File: src/rtl/seg_pkg.sv
// Shared types and constants for the multiplexed 7-segment scan driver.
package seg_pkg;

    typedef enum logic {GAP, SHOW} slot_state_e;

    localparam logic [7:0] SEG_OFF = 8'hFF;

    // {CA..CG}, active-low; entry 15 first so SEG_GLYPH[n] is hex digit n
    localparam logic [15:0][6:0] SEG_GLYPH = {
        7'b0111000, 7'b0110000, 7'b1000010, 7'b0110001,
        7'b1100000, 7'b0001000, 7'b0000100, 7'b0000000,
        7'b0001111, 7'b0100000, 7'b0100100, 7'b1001100,
        7'b0000110, 7'b0010010, 7'b1001111, 7'b0000001
    };

endpackage

File: src/rtl/seg_if.sv
// Value/flag inputs and segment/anode outputs of the scan driver.
interface seg_if #(
    parameter int DIGITS = 4
);
    logic [4*DIGITS-1:0] num;
    logic [DIGITS-1:0]   dp;
    logic [DIGITS-1:0]   flash;
    logic [DIGITS-1:0]   blank;
    logic [7:0]          display;
    logic [DIGITS-1:0]   an;
    logic                frame_tick;

    modport master (output num, dp, flash, blank, input display, an, frame_tick);
    modport slave  (input num, dp, flash, blank, output display, an, frame_tick);
endinterface

File: src/rtl/seg_decode.sv
// Combinational hex nibble + decimal point to active-low segment byte.
module seg_decode
    import seg_pkg::*;
(
    input  logic [3:0] nib,
    input  logic       dp,
    output logic [7:0] seg
);
    assign seg = {SEG_GLYPH[nib], ~dp};
endmodule

File: src/rtl/seg_scan_driver.sv
// Multiplexed 7-segment scan driver with dead-time gaps, blink and blank.
// Optional leading-zero suppression when SEG_LZ_BLANK_EN is defined.
module seg_scan_driver
    import seg_pkg::*;
#(
    parameter int DIGITS     = 4,
    parameter int SCAN_DIV   = 50000,
    parameter int GAP_CYCLES = 500,
    parameter int BLINK_DIV  = 50000000
) (
    input  logic  clk,
    input  logic  rst_n,
    seg_if.slave  bus
);
    localparam int CNT_W = (SCAN_DIV  > 1) ? $clog2(SCAN_DIV)  : 1;
    localparam int BLK_W = (BLINK_DIV > 1) ? $clog2(BLINK_DIV) : 1;
    localparam int IDX_W = (DIGITS    > 1) ? $clog2(DIGITS)    : 1;

    localparam logic [CNT_W-1:0] GAP_LAST  = CNT_W'(GAP_CYCLES - 1);
    localparam logic [CNT_W-1:0] SHOW_LAST = CNT_W'(SCAN_DIV - 1);
    localparam logic [BLK_W-1:0] BLK_LAST  = BLK_W'(BLINK_DIV - 1);
    localparam logic [IDX_W-1:0] IDX_TOP   = IDX_W'(DIGITS - 1);

    slot_state_e       state, state_d;
    logic [CNT_W-1:0]  cnt, cnt_d;
    logic [IDX_W-1:0]  idx, idx_d;
    logic [DIGITS-1:0] an_q, an_d;
    logic [7:0]        disp_q, disp_d;
    logic              tick_q, tick_d;
    logic [BLK_W-1:0]  blk_cnt;
    logic              blink_phase;

    logic [3:0]        cur_nib;
    logic [7:0]        cur_seg;
    logic [DIGITS-1:0] lz_mask;
    logic              dark;

    assign cur_nib = bus.num[{idx, 2'b00} +: 4];

    seg_decode u_dec (.nib(cur_nib), .dp(bus.dp[idx]), .seg(cur_seg));

`ifdef SEG_LZ_BLANK_EN
    // Walk down from the leftmost digit; a digit is suppressed while every
    // nibble from it upward is zero. Digit 0 is never suppressed.
    always_comb begin
        logic run;
        run     = 1'b1;
        lz_mask = '0;
        for (int i = DIGITS - 1; i > 0; i--) begin
            run        = run & (bus.num[4*i +: 4] == 4'd0);
            lz_mask[i] = run;
        end
    end
`else
    assign lz_mask = '0;
`endif

    assign dark = bus.blank[idx] | (bus.flash[idx] & blink_phase) | lz_mask[idx];

    always_comb begin
        state_d = state;
        cnt_d   = cnt + 1'b1;
        idx_d   = idx;
        an_d    = an_q;
        disp_d  = disp_q;
        tick_d  = 1'b0;
        case (state)
            GAP: begin
                if (cnt == GAP_LAST) begin
                    state_d = SHOW;
                    if (dark) begin
                        an_d   = '1;
                        disp_d = SEG_OFF;
                    end else begin
                        an_d   = ~(DIGITS'(1) << idx);
                        disp_d = cur_seg;
                    end
                end
            end
            SHOW: begin
                if (cnt == SHOW_LAST) begin
                    state_d = GAP;
                    cnt_d   = '0;
                    idx_d   = (idx == '0) ? IDX_TOP : idx - 1'b1;
                    an_d    = '1;
                    disp_d  = SEG_OFF;
                    tick_d  = (idx == '0);
                end
            end
            default: state_d = GAP;
        endcase
    end

    always_ff @(posedge clk or negedge rst_n) begin
        if (!rst_n) begin
            state  <= GAP;
            cnt    <= '0;
            idx    <= IDX_TOP;
            an_q   <= '1;
            disp_q <= SEG_OFF;
            tick_q <= 1'b0;
        end else begin
            state  <= state_d;
            cnt    <= cnt_d;
            idx    <= idx_d;
            an_q   <= an_d;
            disp_q <= disp_d;
            tick_q <= tick_d;
        end
    end

    // Blink runs freely, unrelated to slot timing
    always_ff @(posedge clk or negedge rst_n) begin
        if (!rst_n) begin
            blk_cnt     <= '0;
            blink_phase <= 1'b0;
        end else if (blk_cnt == BLK_LAST) begin
            blk_cnt     <= '0;
            blink_phase <= ~blink_phase;
        end else begin
            blk_cnt     <= blk_cnt + 1'b1;
        end
    end

    assign bus.an         = an_q;
    assign bus.display    = disp_q;
    assign bus.frame_tick = tick_q;

endmodule

File: src/flat_wrapper.sv
// flat-port wrapper written by rule: the top's interface ports become plain ports
module seg_scan_driver_flat import seg_pkg::*;
#(
    parameter int DIGITS     = 4,
    parameter int SCAN_DIV   = 50000,
    parameter int GAP_CYCLES = 500,
    parameter int BLINK_DIV  = 50000000
)
  (clk, rst_n, bus_num, bus_dp, bus_flash, bus_blank, bus_display, bus_an, bus_frame_tick);
  seg_if #(.DIGITS(DIGITS)) bus_i ();
  input  logic clk;
  input  logic rst_n;
  input wire logic [$bits(bus_i.num)-1:0] bus_num;
  input wire logic [$bits(bus_i.dp)-1:0] bus_dp;
  input wire logic [$bits(bus_i.flash)-1:0] bus_flash;
  input wire logic [$bits(bus_i.blank)-1:0] bus_blank;
  output wire logic [$bits(bus_i.display)-1:0] bus_display;
  output wire logic [$bits(bus_i.an)-1:0] bus_an;
  output wire logic [$bits(bus_i.frame_tick)-1:0] bus_frame_tick;
  assign bus_i.num = bus_num;
  assign bus_i.dp = bus_dp;
  assign bus_i.flash = bus_flash;
  assign bus_i.blank = bus_blank;
  assign bus_display = bus_i.display;
  assign bus_an = bus_i.an;
  assign bus_frame_tick = bus_i.frame_tick;
  seg_scan_driver #(.DIGITS(DIGITS), .SCAN_DIV(SCAN_DIV), .GAP_CYCLES(GAP_CYCLES), .BLINK_DIV(BLINK_DIV)) u_core (.clk(clk), .rst_n(rst_n), .bus(bus_i));
endmodule
File: config.mk
export PLATFORM = sky130hd
export DESIGN_NAME = seg_scan_driver_flat
export DESIGN_NICKNAME = d
export VERILOG_FILES = /design/src/rtl/seg_pkg.sv /design/src/rtl/seg_if.sv /design/src/rtl/seg_decode.sv /design/src/rtl/seg_scan_driver.sv /design/src/flat_wrapper.sv
export SDC_FILE = /design/constraint.sdc
export NUM_CORES = 1
export LEC_CHECK = 0
export BUFFER_PORTS_ARGS = -buffer_cell sky130_fd_sc_hd__buf_4
export CORE_ASPECT_RATIO = 0.75
export CORE_UTILIZATION = 30
export DETAILED_ROUTE_END_ITERATION = 7
export PLACE_DENSITY = 0.47
export SLEW_MARGIN = 20
export SYNTH_ARGS = -nofsm -noshare
export SYNTH_HDL_FRONTEND = slang
export SYNTH_SLANG_ARGS = --single-unit
export TNS_END_PERCENT = 50
File: constraint.sdc
create_clock -name clk -period 3.8 [get_ports clk]
set_input_delay 0.76 -clock clk [delete_from_list [all_inputs] [get_ports clk]]
set_output_delay 0.76 -clock clk [all_outputs]
set_load 0.005 [all_outputs]
; Word level (Yosys, flattened, before mapping)
; Memory sizes are Yosys's and may differ from the RTL's.
; Index checks and enable logic that the tools add are counted.
[classes]
addsub = 3
magnitude_cmp = 2
n_eq_ne = 5
n_shift = 2
n_mux = 26
n_bitwise = 7
reduce_logical = 3
[op_table]
columns = op, count
row1 = 16-bit two-way mux, 2
row2 = "26-bit by 1-bit adder with 26-bit output, second input constant", 1
row3 = "26-bit == test, second input constant", 1
row4 = 26-bit two-way mux, 1
row5 = 8-bit two-way mux, 3
row6 = "16-bit by 1-bit adder with 16-bit output, second input constant", 1
row7 = "16-bit == test, second input constant", 1
row8 = "16-bit by 9-bit == test with 1-bit output, second input constant", 1
row9 = 8-bit case mux with 2 select lines, 1
row10 = 16-bit by 5-bit variable part select with 4-bit output, 1
row11 = 4-bit two-way mux, 3
row12 = 1-bit binary-select mux with 2-bit select, 4
row13 = 1-bit two-way mux, 8
row14 = 4-bit case mux with 2 select lines, 1
row15 = 7-bit two-way mux, 1
row16 = "4-bit by 5-bit < comparator with 1-bit output, second input constant", 1
row17 = 4-bit inverter, 1
row18 = 2-bit AND reduction, 2
row19 = "1-bit by 2-bit left shift with 4-bit output, first input constant", 1
row20 = "2-bit by 3-bit < comparator with 1-bit output, second input constant", 1
row21 = 1-bit inverter, 3
row22 = 2-bit logical NOT, 1
row23 = 2-bit two-way mux, 1
row24 = "2-bit by 1-bit != test with 1-bit output, second input constant", 1
row25 = other kinds (5), 6
[word_totals]
regBits = 59
romBits = 112
in_bits = 30
output_inout_bits = 13
mem_count = 1
[memory_table]
columns = memory, depth, word_bits, read_ports, rd_clocked_by_memory_dff, write_ports, line_no
row1 = (name not given), 16, 7, 1, 0, 0, seg_decode.sv:9  ; assign seg = {SEG_GLYPH[nib], ~dp};

; Depth between registers and ports, before layout
; Gate-level depths: netlist (run 1).
[depth]
ltp_word = 8
ltp_mapped = 9

; Modules after synthesis
; Synthesis (run 1) repeated with hierarchy kept, for this count alone.
[unflattened]
cells_unflattened = 309
hier_area_um2 = 3194.3
[modules_own_cells]
columns = mod, instances, cells_per_inst, area_per_inst_um2, seq_area_each_um2
row1 = seg_scan_driver, 1, 273, 2942.8, 1493.9
row2 = seg_decode, 1, 36, 251.5, 0.0

; Worst setup path before layout (run 1)
; Ideal clock, no wire load.
[synth_path]
path_type = in2reg
from = in bus_num[12]
to = reg u_core.disp_q[6] (netlist: u_core.bus.display[6])
setup_ns = 0.082
arrival_ns = 2.128
path_slack_ns = 1.590
path_stages = 8
n_path_buf = 0
cell_sequence = mux4_2 -> inv_1 -> ha_1 -> inv_1 -> mux2i_1 -> nand2_1 -> nand3_1 -> mux2_2
[synth_between]
elab_chain_len = 6
[synth_lines]
columns = item, line_no
row1 = from (decl), flat_wrapper.sv:13  ; input wire logic [$bits(bus_i.num)-1:0] bus_num;
row2 = 16-bit by 5-bit variable part select with 4-bit output, seg_scan_driver.sv:38  ; assign cur_nib = bus.num[{idx, 2'b00} +: 4];
row3 = memory 16 x 7 bit, --
row4 = 7-bit two-way mux (not written as such), seg_decode.sv:9
row5 = 8-bit two-way mux, seg_scan_driver.sv:71  ; if (dark) begin
row6 = 8-bit two-way mux, seg_scan_driver.sv:69  ; if (cnt == GAP_LAST) begin
row7 = 8-bit case mux with 2 select lines, seg_scan_driver.sv:67  ; case (state)
row8 = to (signal assigned), seg_scan_driver.sv:107  ; disp_q <= disp_d;
row9 = to (decl), seg_scan_driver.sv:28  ; logic [7:0] disp_q, disp_d;
; No other way between the ends. The select of a mux whose other input is x is not followed.
; A chain may end at the register's enable or synchronous reset.

; Final worst setup path (run 1)
[layout_path]
from = reg u_core.idx[0]
to = reg u_core.disp_q[3] (netlist: u_core.bus.display[3])
[layout_between]
elab_chain_len = 8
word_cells_on_any_way = 15
[layout_lines]
columns = item, line_no
row1 = from (decl), seg_scan_driver.sv:26  ; logic [IDX_W-1:0] idx, idx_d;
row2 = from (signal assigned), seg_scan_driver.sv:105  ; idx <= idx_d;
row3 = "parallel branches: the longest is 5 deep, another holds memory 16 x 7 bit", --
row4 = 8-bit two-way mux (*), seg_scan_driver.sv:71
row5 = 8-bit two-way mux (*), seg_scan_driver.sv:69
row6 = 8-bit case mux with 2 select lines (*), seg_scan_driver.sv:67
; Mark *: on every way between the ends. The select of a mux whose other input is x is not followed.

==> impl_metrics.yaml, run 1 <==
timing:
  timing.final.crit_period_ps: 2690
  max_clock_freq_mhz: 372
  finalWorstSetupSlack_ps: 1110
  timing_max_transition_violations_final: 0
  worst_slew_pin_slew_ps: 860
  rsz0062_at_grt: "no"
  totalNegativeSetupSlack_ps: 0
  fin_hold_ws_ps: 476
  period_share_pct: 70.7
  fin_worst_skew_ps: 5.19
  setup_viol_count_final: 0
  hold_violations: 0
  maxSlewHeadroom_pct: 42.2
global_routing:
  grt_pass1_vias: 2382
  grt_antenna_before_repair: 0
  grt_start_max_net_pins: 60
  global_route_wire_length_before_repair_microns: 11700
  grt-ovfl-total: 0
  gr_usage_total_pct: 13.7
critical_path:
  cp.arrival_ps: 2930
  crit_type: "reg -> reg"
  required_time_at_the_endpoint_of_the_critical_path_ps: 4050
  worstSetupStartpointType: "register"
  r2r_cells: 4
  endpoint_kind: "register"
  crit_fanout: 12
status:
  status: "complete, but fails checks"
  violations: "DRC"
cts:
  cts.sinks: 59
  cts_buffers: 9
  hold_buffers: 0
  cts.repair.resized: 0
  clockRootBuffer: "sky130_fd_sc_hd__clkbuf_16"
  cts-root-to-sink-buffers: 2
  postCtsSetupRepairBufs: 0
  insertion_delay_ps: 320
  clk_pin_slew_ps: 50
  cts_tree: "yes"
  htree_levels: 3
yosys:
  synth.top_cell.area_share_pct: 35.4
  ys_seq_elements: 59
  yosys_warnings: 0
  syn_nets: 335
  synthDominantAreaCellType: "sky130_fd_sc_hd__dfrtp_1"
  post_synth.cell_area_avg_sq_um: 10.9
  synth_cells: 293
  synth.cell_area_sq_mm: 0.00318
  ys_top_cells_by_area: "sky130_fd_sc_hd__dfrtp_1 (35%), sky130_fd_sc_hd__dfstp_2 (12%), sky130_fd_sc_hd__xnor2_1 (5.5%)"
  synthDistinctLibCells: 39
  synth.yosys.seq_area_share_pct: 46.9
pwr:
  peakVddDrop_uv: 198
  p_leak_uw: 0.00174
  power-per-cell-area_mw_per_mm2: 399
placed_design:
  detailed_place_hpwl_microns: 4540
  dp_worst_setup_slack_ps: 968
  finalWeightedCongestion: 0.735
  port_buffers: 42
  placed_cell_area_sq_mm: 0.00361
drt:
  detail_route.first_pass.iterations: 8
  post_drt_via_cell_ratio: 4.72
  drt_iter0_markers: 113
  post_drt_wl_per_cell_microns: 13.3
  dr_total_vias: 2256
  detail_route.wirelength_microns: 6370
  count_of_nets_left_with_antenna_violations_after_detail_routing: 0
  drc_errors: 1
die:
  die-width_microns: 121
  floorplan.initialDensity_pct: 30.9
  die_area_sq_mm: 0.0110
  floorplan.die.height_microns: 91.2
  top_level_ports: 43
  floorplan.rows: 32
  core_sq_mm: 0.0103
layout:
  layout.cells.most_common: "sky130_fd_sc_hd__dfrtp_1"
  areaGrowthSynthToFinish_pct: 23.9
  layout_common_cells: "sky130_fd_sc_hd__dfrtp_1 (45), sky130_fd_sc_hd__buf_4 (44), sky130_fd_sc_hd__nor2_1 (32)"
  finalInstanceArea_sq_mm: 0.00394
  filler_cell_count: 1004
  register_area_sq_mm: 0.00149
  antennaDiodeCount: 0
  post_route_cells_drive_above_1_share_pct: 28.7
  multiInputGateArea_sq_mm: 0.00159
  final_net_count: 379
worst_hold_path:
  hold_path_depth: 1
  hold_class: "reg -> reg"
flow_run:
  cap_viol_max_count: 0
-- critical path, cell delays in order (launching register included) --
cell                       delay, ps
sky130_fd_sc_hd__dfstp_2         710
sky130_fd_sc_hd__mux4_2          550
sky130_fd_sc_hd__a211oi_2        730
sky130_fd_sc_hd__o221ai_1        280
sky130_fd_sc_hd__mux2_2          330
-- cells by family after synthesis --
| family | count (synthesis) | synth area share, % |
|---|---|---|
| AO/OA/AOI/OAI | 15 | 3.34 |
| XOR/XNOR | 36 | 9.91 |
| adder cells (fa/ha/maj) | 12 | 4.72 |
| buffers and inverters | 20 | 3.22 |
| flip-flops | 59 | 46.9 |
| multiplexers | 26 | 11.4 |
| AND/OR/NAND/NOR | 125 | 20.5 |
-- Yosys cell counts, drive strengths merged --
master,instances
a211oi,1
a21oi,4
and2,1
and3,3
and4,4
buf,8
clkbuf,3
dfrtp,45
dfstp,14
ha,12
inv,9
mux2,12
mux2i,7
mux4,7
nand2,24
nand2b,5
nand3,23
nand3b,1
nand4,8
nor2,32
nor2b,3
nor3,6
nor4,9
nor4b,2
o2111ai,1
o211ai,5
o21ai,2
o221ai,1
o41ai,1
or3,2
or4,1
or4b,1
xnor2,20
xor2,16
-- routing by layer --
metal | track usage [%] | vias to the layer above | wire, microns
met5 | 0 | - | 0
met4 | 4.32 | 0 | 59
met3 | 4.46 | 8 | 282
met2 | 20.5 | 43 | 2850
met1 | 18.7 | 1082 | 3170
li1 | - | 1123 | -
-- final cells by class --
type	count	area share, %
inverter	9	0.857
clock inverter	5	1.90
clock buffer	11	6.41
multi-input combinational	214	40.2
tap	136	4.32
sequential	59	37.9
timing repair buffer	44	8.38
-- path summary, 6_finish.rpt --
check	slack, ps	end	startpoint
setup reg to reg	1110	u_core.bus.display[3]	u_core.idx[0]
setup / recovery	1110	u_core.bus.display[3]	u_core.idx[0]
hold reg to reg	480	u_core.blk_cnt[4]	u_core.blk_cnt[4]
hold / removal	480	u_core.blk_cnt[4]	u_core.blk_cnt[4]
min in group asynchronous	500	u_core.blk_cnt[6]	rst_n
max in group asynchronous	2810	u_core.bus.frame_tick	rst_n
-- power by group --
| part | switching, uW | total, uW | internal [uW] |
|---|---|---|---|
| Combinational | 33.1 | 66.2 | 33.1 |
| Sequential | 0 | 630 | 630 |
| Clock | 273 | 878 | 605 |
-- registers in the layout (all words and copies together), names as in the netlist --
name and cells:
u_core.cnt 16, u_core.blk_cnt 26, u_core.blink_phase 1, u_core.idx 2, u_core.bus.frame_tick 1, u_core.bus.an 4, u_core.bus.display 8, u_core.state 1
-- metrics by stage --
step / cells / power, uW / utilization (%)
final: 478 / 1570 / 38.3
after global routing: 478 / 1640 / 38.3
after CTS: 478 / 1610 / 38.3
after detailed placement: 462 / 708 / 35.1
after global placement: 462 / 708 / 35.1
after floorplan: 293 / 669 / -
Note: power is estimated with default switching activity, not from simulation.
==> inputs of run 2 (changes only) <==
==> constraint.sdc (replaced) <==
create_clock -name clk -period 2.8 [get_ports clk]
set_input_delay 0.56 -clock clk [delete_from_list [all_inputs] [get_ports clk]]
set_output_delay 0.56 -clock clk [all_outputs]
set_load 0.005 [all_outputs]
==> impl_metrics.yaml, run 2 (synthesis results as in run 1) <==
status:
  status: "completed"
critical_path:
  max_stage_delay_ps: 640
  critPathLaunch: "u_core.idx[0]"
  path_depth: 8
  worst_r2r_src: "u_core.idx[0]"
  cp_num_buf_inv: 2
  required_time_at_the_endpoint_of_the_critical_path_ps: 3060
  crit_type: "reg -> reg"
  worstReg2RegEnd: "u_core.bus.display[6]"
  r2r_cells: 8
  cpLargestDelayFamily: "multiplexers"
  cp.arrival_ps: 2530
  endpoint_kind: "register"
  worstSetupStartpointType: "register"
  crit_fanout: 7
  crit_path_cell_trace: "mux4_2, inv_1, ha_1, inv_1, mux2i_1, nand2_1, nand3_1, mux2_2"
  critical-path-slowest-cell: "sky130_fd_sc_hd__dfstp_2"
  crit_top_cell: "sky130_fd_sc_hd__inv_1"
  reg2reg_setup_slack_ps: 530
pwr:
  power.combinational.fraction_pct: 4.0
  power-per-cell-area_mw_per_mm2: 567
  intPower_uw: 1840
  switching_share_of_power_pct: 18.8
  peakVddDrop_uv: 401
  p_switching_uw: 427
  p_leak_uw: 0.00177
  sequential_fraction_of_design_power_pct: 37.7
  power_frac_clock_pct: 58.2
  total_power_uw: 2270
flow_run:
  cap_viol_max_count: 0
cts:
  cts-root-to-sink-buffers: 2
  insertion_delay_ps: 330
  hold_buffers: 0
  htree_levels: 3
  postCtsSetupRepairBufs: 0
  cts.sinks: 59
  clk_pin_slew_ps: 50
  clockRootBuffer: "sky130_fd_sc_hd__clkbuf_16"
  cts.repair.resized: 0
  cts_buffers: 9
  cts_tree: "yes"
die:
  die-width_microns: 121
  core_sq_mm: 0.0103
  die_area_sq_mm: 0.0110
  floorplan.initialDensity_pct: 30.9
  top_level_ports: 43
  floorplan.die.height_microns: 91.2
  floorplan.rows: 32
global_routing:
  grt_pass1_vias: 2291
  grt-ovfl-total: 0
  global_route_wire_length_before_repair_microns: 11700
  gr_usage_total_pct: 14.0
  grt_antenna_before_repair: 0
  grt_start_max_net_pins: 60
layout:
  register_containing_the_most_flip_flops_in_the_final_layout: "u_core.blk_cnt"
  largest_register_ff_count: 26
  final_net_count: 382
  post_route_cells_drive_above_1_share_pct: 29.3
  layout_common_cells: "sky130_fd_sc_hd__buf_4 (47), sky130_fd_sc_hd__dfrtp_1 (45), sky130_fd_sc_hd__nor2_1 (32)"
  antennaDiodeCount: 0
  layout.cells.most_common: "sky130_fd_sc_hd__buf_4"
  finalInstanceArea_sq_mm: 0.00400
  postLayoutCoreUtil_pct: 38.9
  areaGrowthSynthToFinish_pct: 25.6
timing:
  period_share_pct: 81.2
  finalWorstSetupSlack_ps: 526
  maxSlewHeadroom_pct: 48.9
  hold_violations: 0
  setup_viol_count_final: 0
  totalNegativeSetupSlack_ps: 0
  timing_max_transition_violations_final: 0
  worst_slew_pin_slew_ps: 767
  fin_worst_skew_ps: 4.38
  timing.final.crit_period_ps: 2270
  max_clock_freq_mhz: 440
  rsz0062_at_grt: "no"
drt:
  post_drt_via_cell_ratio: 4.67
  dr_total_vias: 2248
  count_of_nets_left_with_antenna_violations_after_detail_routing: 0
  detail_route.first_pass.iterations: 4
  post_drt_wl_per_cell_microns: 13.8
  drt_iter0_markers: 107
  detail_route.wirelength_microns: 6630
  drc_errors: 0
worst_hold_path:
  hold_class: "in -> async"
placed_design:
  dp_worst_setup_slack_ps: 510
  placed_cell_area_sq_mm: 0.00364
  finalWeightedCongestion: 0.718
  port_buffers: 42
  detailed_place_hpwl_microns: 4520
-- run 2: changes by cell type in the layout (fill, tap and decap cells not counted), sizes merged --
cell	delta
buf	+3
clkbuf	+1
clkinv	-2
bufinv	+1
-- run 2: area by class of cell --
class | count | area, sq um
Sequential cell | 59 | 1490
Inverter | 9 | 33.8
Fill cell | 1005 | 6290
Timing Repair Buffer | 47 | 353
Multi-Input combinational cell | 214 | 1590
Clock inverter | 4 | 95.1
Tap cell | 136 | 170
Clock buffer | 12 | 267
-- run 2: worst max path at each step --
stage,endpoint
global placement,u_core.bus.display[6]
finish,u_core.bus.display[6]
floorplan,u_core.bus.display[6]
global route,u_core.bus.display[4]
CTS,u_core.bus.display[6]
detailed placement,u_core.bus.display[6]
-- run 2: per-layer routing --
metal	GRT usage (%)	part of all wire [%]	vias to the layer above
met4	4.84	1.3	0
met3	5.72	4.6	10
met2	19.2	43	33
li1	-	-	1122
met5	0	0	-
met1	19.4	51	1083
-- run 2: power by group through the flow --
stage | clock [uW] | combinational (uW) | sequential [uW]
2_1_floorplan | 0 | 39.7 | 869
3_3_place_gp | 0 | 93.6 | 868
3_5_place_dp | 0 | 93.8 | 868
4_1_cts | 1360 | 94.2 | 854
5_1_grt | 1400 | 105 | 854
6_report | 1320 | 91.6 | 855
-- run 2: per-stage QoR --
stage          hold slack, ps  cells
2_1_floorplan             264    293
3_3_place_gp              459    465
3_5_place_dp              457    465
4_1_cts                   335    481
5_1_grt                   361    481
6_report                  307    481
